==> src/rtl/ctrl_pkg.sv <==
// Shared constants for the multi-cycle CPU control unit:
// state codes, opcodes, datapath select encodings, dispatch classes.
package ctrl_pkg;

   typedef enum logic [3:0] {
      S_IF       = 4'd0,
      S_ID       = 4'd1,
      S_MEM_ADDR = 4'd2,
      S_MEM_RD   = 4'd3,
      S_MEM_WB   = 4'd4,
      S_MEM_WR   = 4'd5,
      S_EXE_R    = 4'd6,
      S_WB_R     = 4'd7,
      S_BRANCH   = 4'd8,
      S_JUMP     = 4'd9,
      S_EXE_I    = 4'd10,
      S_WB_I     = 4'd11,
      S_IDLE     = 4'd15
   } state_e;

   localparam logic [5:0] OP_LW    = 6'h23;
   localparam logic [5:0] OP_SW    = 6'h2B;
   localparam logic [5:0] OP_RTYPE = 6'h00;
   localparam logic [5:0] OP_BEQ   = 6'h04;
   localparam logic [5:0] OP_BNE   = 6'h05;
   localparam logic [5:0] OP_J     = 6'h02;
   localparam logic [5:0] OP_ADDI  = 6'h08;
   localparam logic [5:0] OP_SLTI  = 6'h0A;
   localparam logic [5:0] OP_ANDI  = 6'h0C;
   localparam logic [5:0] OP_ORI   = 6'h0D;

   localparam logic [1:0] ALU_ADD   = 2'b00;
   localparam logic [1:0] ALU_SUB   = 2'b01;
   localparam logic [1:0] ALU_FUNCT = 2'b10;
   localparam logic [1:0] ALU_IMM   = 2'b11;

   localparam logic [1:0] SRCB_B      = 2'b00;
   localparam logic [1:0] SRCB_FOUR   = 2'b01;
   localparam logic [1:0] SRCB_IMM    = 2'b10;
   localparam logic [1:0] SRCB_IMM_SH = 2'b11;

   localparam logic [1:0] PCS_ALU    = 2'b00;
   localparam logic [1:0] PCS_ALUOUT = 2'b01;
   localparam logic [1:0] PCS_JUMP   = 2'b10;

   typedef enum logic [2:0] {
      CLS_MEM,
      CLS_RTYPE,
      CLS_BRANCH,
      CLS_JUMP,
      CLS_IMM,
      CLS_ILLEGAL
   } op_class_e;

endpackage

==> src/rtl/mc_opcode_decode.sv <==
// Combinational opcode classifier used for ID-stage dispatch.
// in: opcode[5:0]  out: op_class (mem/rtype/branch/jump/imm/illegal)
module mc_opcode_decode
   import ctrl_pkg::*;
(
   input  logic [5:0] opcode,
   output op_class_e  op_class
);

   always_comb begin
      op_class = CLS_ILLEGAL;
      unique case (opcode)
         OP_LW, OP_SW:                      op_class = CLS_MEM;
         OP_RTYPE:                          op_class = CLS_RTYPE;
         OP_BEQ, OP_BNE:                    op_class = CLS_BRANCH;
         OP_J:                              op_class = CLS_JUMP;
         OP_ADDI, OP_SLTI, OP_ANDI, OP_ORI: op_class = CLS_IMM;
         default:                           op_class = CLS_ILLEGAL;
      endcase
   end

endmodule

==> src/rtl/multicycle_ctrl.sv <==
// Main control FSM of the multi-cycle CPU: state register plus
// Moore output decode, with pause stall and memory-ready handshake.
// in: multi_clk, rst_n, pause, opcode, zero, mem_ready
// out: current_state, write strobes, mux selects, alu_op, pulses
module multicycle_ctrl
   import ctrl_pkg::*;
#(
   parameter logic [3:0] RST_STATE = 4'd15
) (
   input  logic       multi_clk,
   input  logic       rst_n,
   input  logic       pause,
   input  logic [5:0] opcode,
   input  logic       zero,
   input  logic       mem_ready,
   output logic [3:0] current_state,
   output logic       pc_write,
   output logic       ir_write,
   output logic       reg_write,
   output logic       mem_write,
   output logic       mem_read,
   output logic       i_or_d,
   output logic       reg_dst,
   output logic       mem_to_reg,
   output logic       alu_src_a,
   output logic [1:0] alu_src_b,
   output logic [1:0] alu_op,
   output logic [1:0] pc_source,
   output logic       instr_done,
   output logic       illegal_op
);

   logic [3:0] state_q, state_d;
   op_class_e  op_class;

   mc_opcode_decode u_dec (
      .opcode   (opcode),
      .op_class (op_class)
   );

   assign current_state = state_q;

   always_comb begin
      state_d = state_q;
      if (!pause) begin
         case (state_q)
            S_IDLE:     state_d = S_IF;
            S_IF:       if (mem_ready) state_d = S_ID;
            S_ID: begin
               unique case (op_class)
                  CLS_MEM:    state_d = S_MEM_ADDR;
                  CLS_RTYPE:  state_d = S_EXE_R;
                  CLS_BRANCH: state_d = S_BRANCH;
                  CLS_JUMP:   state_d = S_JUMP;
                  CLS_IMM:    state_d = S_EXE_I;
                  default:    state_d = S_IF;
               endcase
            end
            // IR still holds the opcode, so lw/sw split here
            S_MEM_ADDR: state_d = (opcode == OP_SW) ? S_MEM_WR : S_MEM_RD;
            S_MEM_RD:   if (mem_ready) state_d = S_MEM_WB;
            S_MEM_WB:   state_d = S_IF;
            S_MEM_WR:   if (mem_ready) state_d = S_IF;
            S_EXE_R:    state_d = S_WB_R;
            S_WB_R:     state_d = S_IF;
            S_EXE_I:    state_d = S_WB_I;
            S_WB_I:     state_d = S_IF;
            S_BRANCH:   state_d = S_IF;
            S_JUMP:     state_d = S_IF;
            default:    state_d = S_IF;
         endcase
      end
   end

   always_ff @(posedge multi_clk or negedge rst_n) begin
      if (!rst_n) state_q <= RST_STATE;
      else        state_q <= state_d;
   end

   always_comb begin
      pc_write   = 1'b0;
      ir_write   = 1'b0;
      reg_write  = 1'b0;
      mem_write  = 1'b0;
      mem_read   = 1'b0;
      i_or_d     = 1'b0;
      reg_dst    = 1'b0;
      mem_to_reg = 1'b0;
      alu_src_a  = 1'b0;
      alu_src_b  = SRCB_B;
      alu_op     = ALU_ADD;
      pc_source  = PCS_ALU;
      instr_done = 1'b0;
      illegal_op = 1'b0;
      case (state_q)
         S_IF: begin
            mem_read  = 1'b1;
            alu_src_b = SRCB_FOUR;
            pc_write  = mem_ready;
            ir_write  = mem_ready;
         end
         S_ID: begin
            alu_src_b  = SRCB_IMM_SH;
            illegal_op = (op_class == CLS_ILLEGAL);
         end
         S_MEM_ADDR: begin
            alu_src_a = 1'b1;
            alu_src_b = SRCB_IMM;
         end
         S_MEM_RD: begin
            mem_read = 1'b1;
            i_or_d   = 1'b1;
         end
         S_MEM_WB: begin
            reg_write  = 1'b1;
            mem_to_reg = 1'b1;
            instr_done = 1'b1;
         end
         S_MEM_WR: begin
            mem_write  = 1'b1;
            i_or_d     = 1'b1;
            instr_done = mem_ready;
         end
         S_EXE_R: begin
            alu_src_a = 1'b1;
            alu_op    = ALU_FUNCT;
         end
         S_WB_R: begin
            reg_write  = 1'b1;
            reg_dst    = 1'b1;
            instr_done = 1'b1;
         end
         S_EXE_I: begin
            alu_src_a = 1'b1;
            alu_src_b = SRCB_IMM;
            alu_op    = ALU_IMM;
         end
         S_WB_I: begin
            reg_write  = 1'b1;
            instr_done = 1'b1;
         end
         S_BRANCH: begin
            alu_src_a  = 1'b1;
            alu_op     = ALU_SUB;
            pc_source  = PCS_ALUOUT;
            instr_done = 1'b1;
            pc_write   = (opcode == OP_BNE) ? ~zero : zero;
         end
         S_JUMP: begin
            pc_source  = PCS_JUMP;
            pc_write   = 1'b1;
            instr_done = 1'b1;
         end
         default: ;
      endcase
      // a stall suppresses every side effect but keeps mux selects
      if (pause) begin
         pc_write   = 1'b0;
         ir_write   = 1'b0;
         reg_write  = 1'b0;
         mem_write  = 1'b0;
         instr_done = 1'b0;
         illegal_op = 1'b0;
      end
   end

endmodule

==> config.mk <==
export PLATFORM = sky130hd
export DESIGN_NAME = multicycle_ctrl
export DESIGN_NICKNAME = d
export VERILOG_FILES = /design/src/rtl/ctrl_pkg.sv /design/src/rtl/mc_opcode_decode.sv /design/src/rtl/multicycle_ctrl.sv
export SDC_FILE = /design/constraint.sdc
export NUM_CORES = 1
export LEC_CHECK = 0
export ABC_AREA = 0
export ABC_CLOCK_PERIOD_IN_PS = 2100
export BUFFER_PORTS_ARGS = -buffer_cell sky130_fd_sc_hd__buf_2
export CAP_MARGIN = 5
export CORE_UTILIZATION = 46
export CTS_BUF_LIST = sky130_fd_sc_hd__clkbuf_2 sky130_fd_sc_hd__clkbuf_4 sky130_fd_sc_hd__clkbuf_8
export CTS_CLUSTER_DIAMETER = 150
export DETAILED_ROUTE_END_ITERATION = 16
export GPL_TIMING_DRIVEN = 0
export PLACE_DENSITY = 0.82
export SYNTH_ARGS = -nofsm -noshare
export SYNTH_HDL_FRONTEND = slang
export SYNTH_SLANG_ARGS = --single-unit
==> constraint.sdc <==
create_clock -name multi_clk -period 2.1 [get_ports multi_clk]
set_input_delay 0.63 -clock multi_clk [delete_from_list [all_inputs] [get_ports multi_clk]]
set_output_delay 0.63 -clock multi_clk [all_outputs]
set_load 0.01 [all_outputs]
==> out/metrics.cfg <==
[pwr]
power_leakage_nw=0.472
power_density_nw_per_um2=1330
peakVddDrop_uv=768

[worst_setup_path]
start_kind=primary input
cp-endpoint=illegal_op
worstPathRequired_ns=1.47
cp_cell_sequence=buf_2, or2_0, a21oi_1, o21bai_1, nor3b_2, buf_2
critPathArrivalTime_ns=1.67
end_kind=output port
cp.depth=6
crit-reg2reg-launch=current_state[0]$_DFFE_PN1P_
cp_num_buf_inv=2
crit_fanout=7
critPathSlowestCell=or2_0
crit_top_cell=buf_2
ff2ff_setup_slack_ns=0.34
critPathLaunch=opcode[0]
max_stage_delay_ns=0.25
worstRegToRegCells=6
cp_top_family=simple AND/OR/NAND/NOR gates
crit_type=primary input to output port
r2r_end=current_state[2]$_DFFE_PN1P_

[logic_synthesis]
yosysTopAreaCellShare=0.173
synth_top_cell_by_area=dfstp_2
synthDistinctLibCells=40
synth_common_cells=nor2_1 (11), nor3_1 (7), a21oi_1 (6)
yosys_warnings=0
synth_area_per_cell_sq_um=6.98
netlist_area_sq_um=607
ys.flop_type=dfstp_2
synth.yosys.seq_area_share=0.173
yosys.cell_count.top_type=nor2_1
synth_edf_count=0
syn_inst=87
yosys_register_bits=4
syn_nets=98
ys_async_sr_fraction=1.00
synth_area_leaders=dfstp_2 (17%), nor2_1 (6.8%), nor3_1 (5.8%)

[die]
coreArea_sq_um=1170
rows=12
fp.dieW_um=38.3
die_area_sq_um=1470
die_height_um=38.3
initial_core_util=0.518
pin_count=32

[final_layout]
syn_to_final_growth_pct=69.5
fin_area_sq_um=1030
postLayoutCoreUtil=0.878
insertedDiodeCount=0
largest_reg_flops=4
final_cells=147
fin_nets=146
fillers=58
drive_above_1_share=0.534

[sta]
fin_crit_sh=1.10
setup_violations=6
holdWs_ns=0.363
hold_violations=0
slew-limit-headroom=0.685
max_freq_mhz=434
clock_skew_ns=0.00335
worstMarginPinSlew_ns=0.473
layout_setup_ws_ns=-0.202
period_needed_ns=2.30
rsz0062_at_grt=true
drv_slew=0

[placed_design]
place_congestion=0.859
port_buffers=30
dp_cells=131
placed_area_sq_um=782
pre_cts_ws_ns=-0.278
hpwl_um=1340

[clock_tree]
h-tree-depth=1
cts.path.max_buffers=2
clk_latency_ns=0.24
cts_hold_buffers=0
path_clk_slew_ns=0.04
cts_buffers=3
cts_sinks=4
root_buffer=clkbuf_4
cts_tree=built

[detailed_routing]
ant_nets=0
drtIter0Drc=47
drc=0
wl_um=2460
via_per_inst=6.28
dr_total_vias=923
drt-wirelength-per-cell_um=16.7
firstDrtPassIters=4

[worst_hold_path]
min-delay-path-class=primary input to async pin

[job]
maxCapViolCount=0

[global_route]
grt_max_degree=11
grt_pass1_vias=713
grt_overflow_total=0
grt_pass1_wl_um=3080
track_usage=0.305
antenna_found_initial=0

[status]
violations=negative setup slack
status=finished, violations left

-- how the worst min path moves through the flow --
stage | slack, ns | endpoint | startpoint
6_report | 0.36 | current_state[0]$_DFFE_PN1P_ | rst_n
5_1_grt | 0.37 | current_state[3]$_DFFE_PN1P_ | rst_n
4_1_cts | 0.37 | current_state[2]$_DFFE_PN1P_ | rst_n
3_5_place_dp | 0.58 | current_state[1]$_DFFE_PN1P_ | current_state[1]$_DFFE_PN1P_
3_3_place_gp | 0.58 | current_state[1]$_DFFE_PN1P_ | current_state[1]$_DFFE_PN1P_
2_1_floorplan | 0.48 | current_state[0]$_DFFE_PN1P_ | rst_n
-- cell usage in the layout (no fill, tap or decap), types with 2 or more instances in the layout --
master / count
a21oi_1: 5
and3_1: 2
buf_2: 27
buf_4: 16
buf_6: 3
buf_8: 2
clkbuf_4: 3
dfstp_2: 4
nand2_1: 2
nand2b_1: 2
nand3_1: 3
nor2_1: 10
nor2b_1: 3
nor2b_4: 2
nor3_1: 5
nor3b_2: 2
nor4b_1: 2
o21ai_1: 3
xnor2_1: 2
-- power by group --
group / internal (mW) / leakage [nW] / switching, mW
clock: 0.0642 / 0.0138 / 0.0363
combinational: 0.517 / 0.417 / 0.581
sequential: 0.130 / 0.0415 / 0.0406
total: 0.712 / 0.472 / 0.658
-- final cells by class --
type / count / area (sq um) / share of cell area
Buffer: 6 / 55.1 / 0.0535
Clock buffer: 3 / 22.5 / 0.0219
Tap cell: 14 / 17.5 / 0.0170
Inverter: 1 / 3.75 / 0.00365
Timing Repair Buffer: 44 / 282 / 0.274
Sequential cell: 4 / 105 / 0.102
Multi-Input combinational cell: 75 / 543 / 0.528
-- cells by family after synthesis --
logic type	Yosys count	synth area share
fa+ha+maj	1	0.0165
buf+inv	8	0.0557
flops	4	0.173
simple gates	47	0.431
xor+xnor	2	0.0289
compound gates	25	0.295
-- metrics by stage --
stage | power [mW] | TNS [ns]
3_5_place_dp | 0.939 | -1.17
3_3_place_gp | 0.922 | -0.792
5_1_grt | 1.44 | -0.989
4_1_cts | 1.21 | -0.292
2_1_floorplan | 0.697 | -0.0419
6_report | 1.37 | -0.490
-- timing repair --
| action | 4_1_cts | 5_1_grt |
|---|---|---|
| hold endpoints to repair | 0 | 0 |
| cloned | 0 | 1 |
| gates resized for setup | 26 | 12 |
| endpoints found under the setup margin | 16 | 13 |
| pin swaps | 2 | 5 |
| buffers inserted | 10 | 3 |
-- routing by layer --
| layer | vias up | track usage | part of all wire |
|---|---|---|---|
| met3 | 12 | 0.0523 | 0.075 |
| met5 | - | 0 | 0 |
| met4 | 0 | 0.0893 | 0.028 |
| li1 | 426 | - | - |
| met1 | 412 | 0.368 | 0.39 |
| met2 | 73 | 0.542 | 0.51 |
Note: power is estimated with default switching activity, not from simulation.
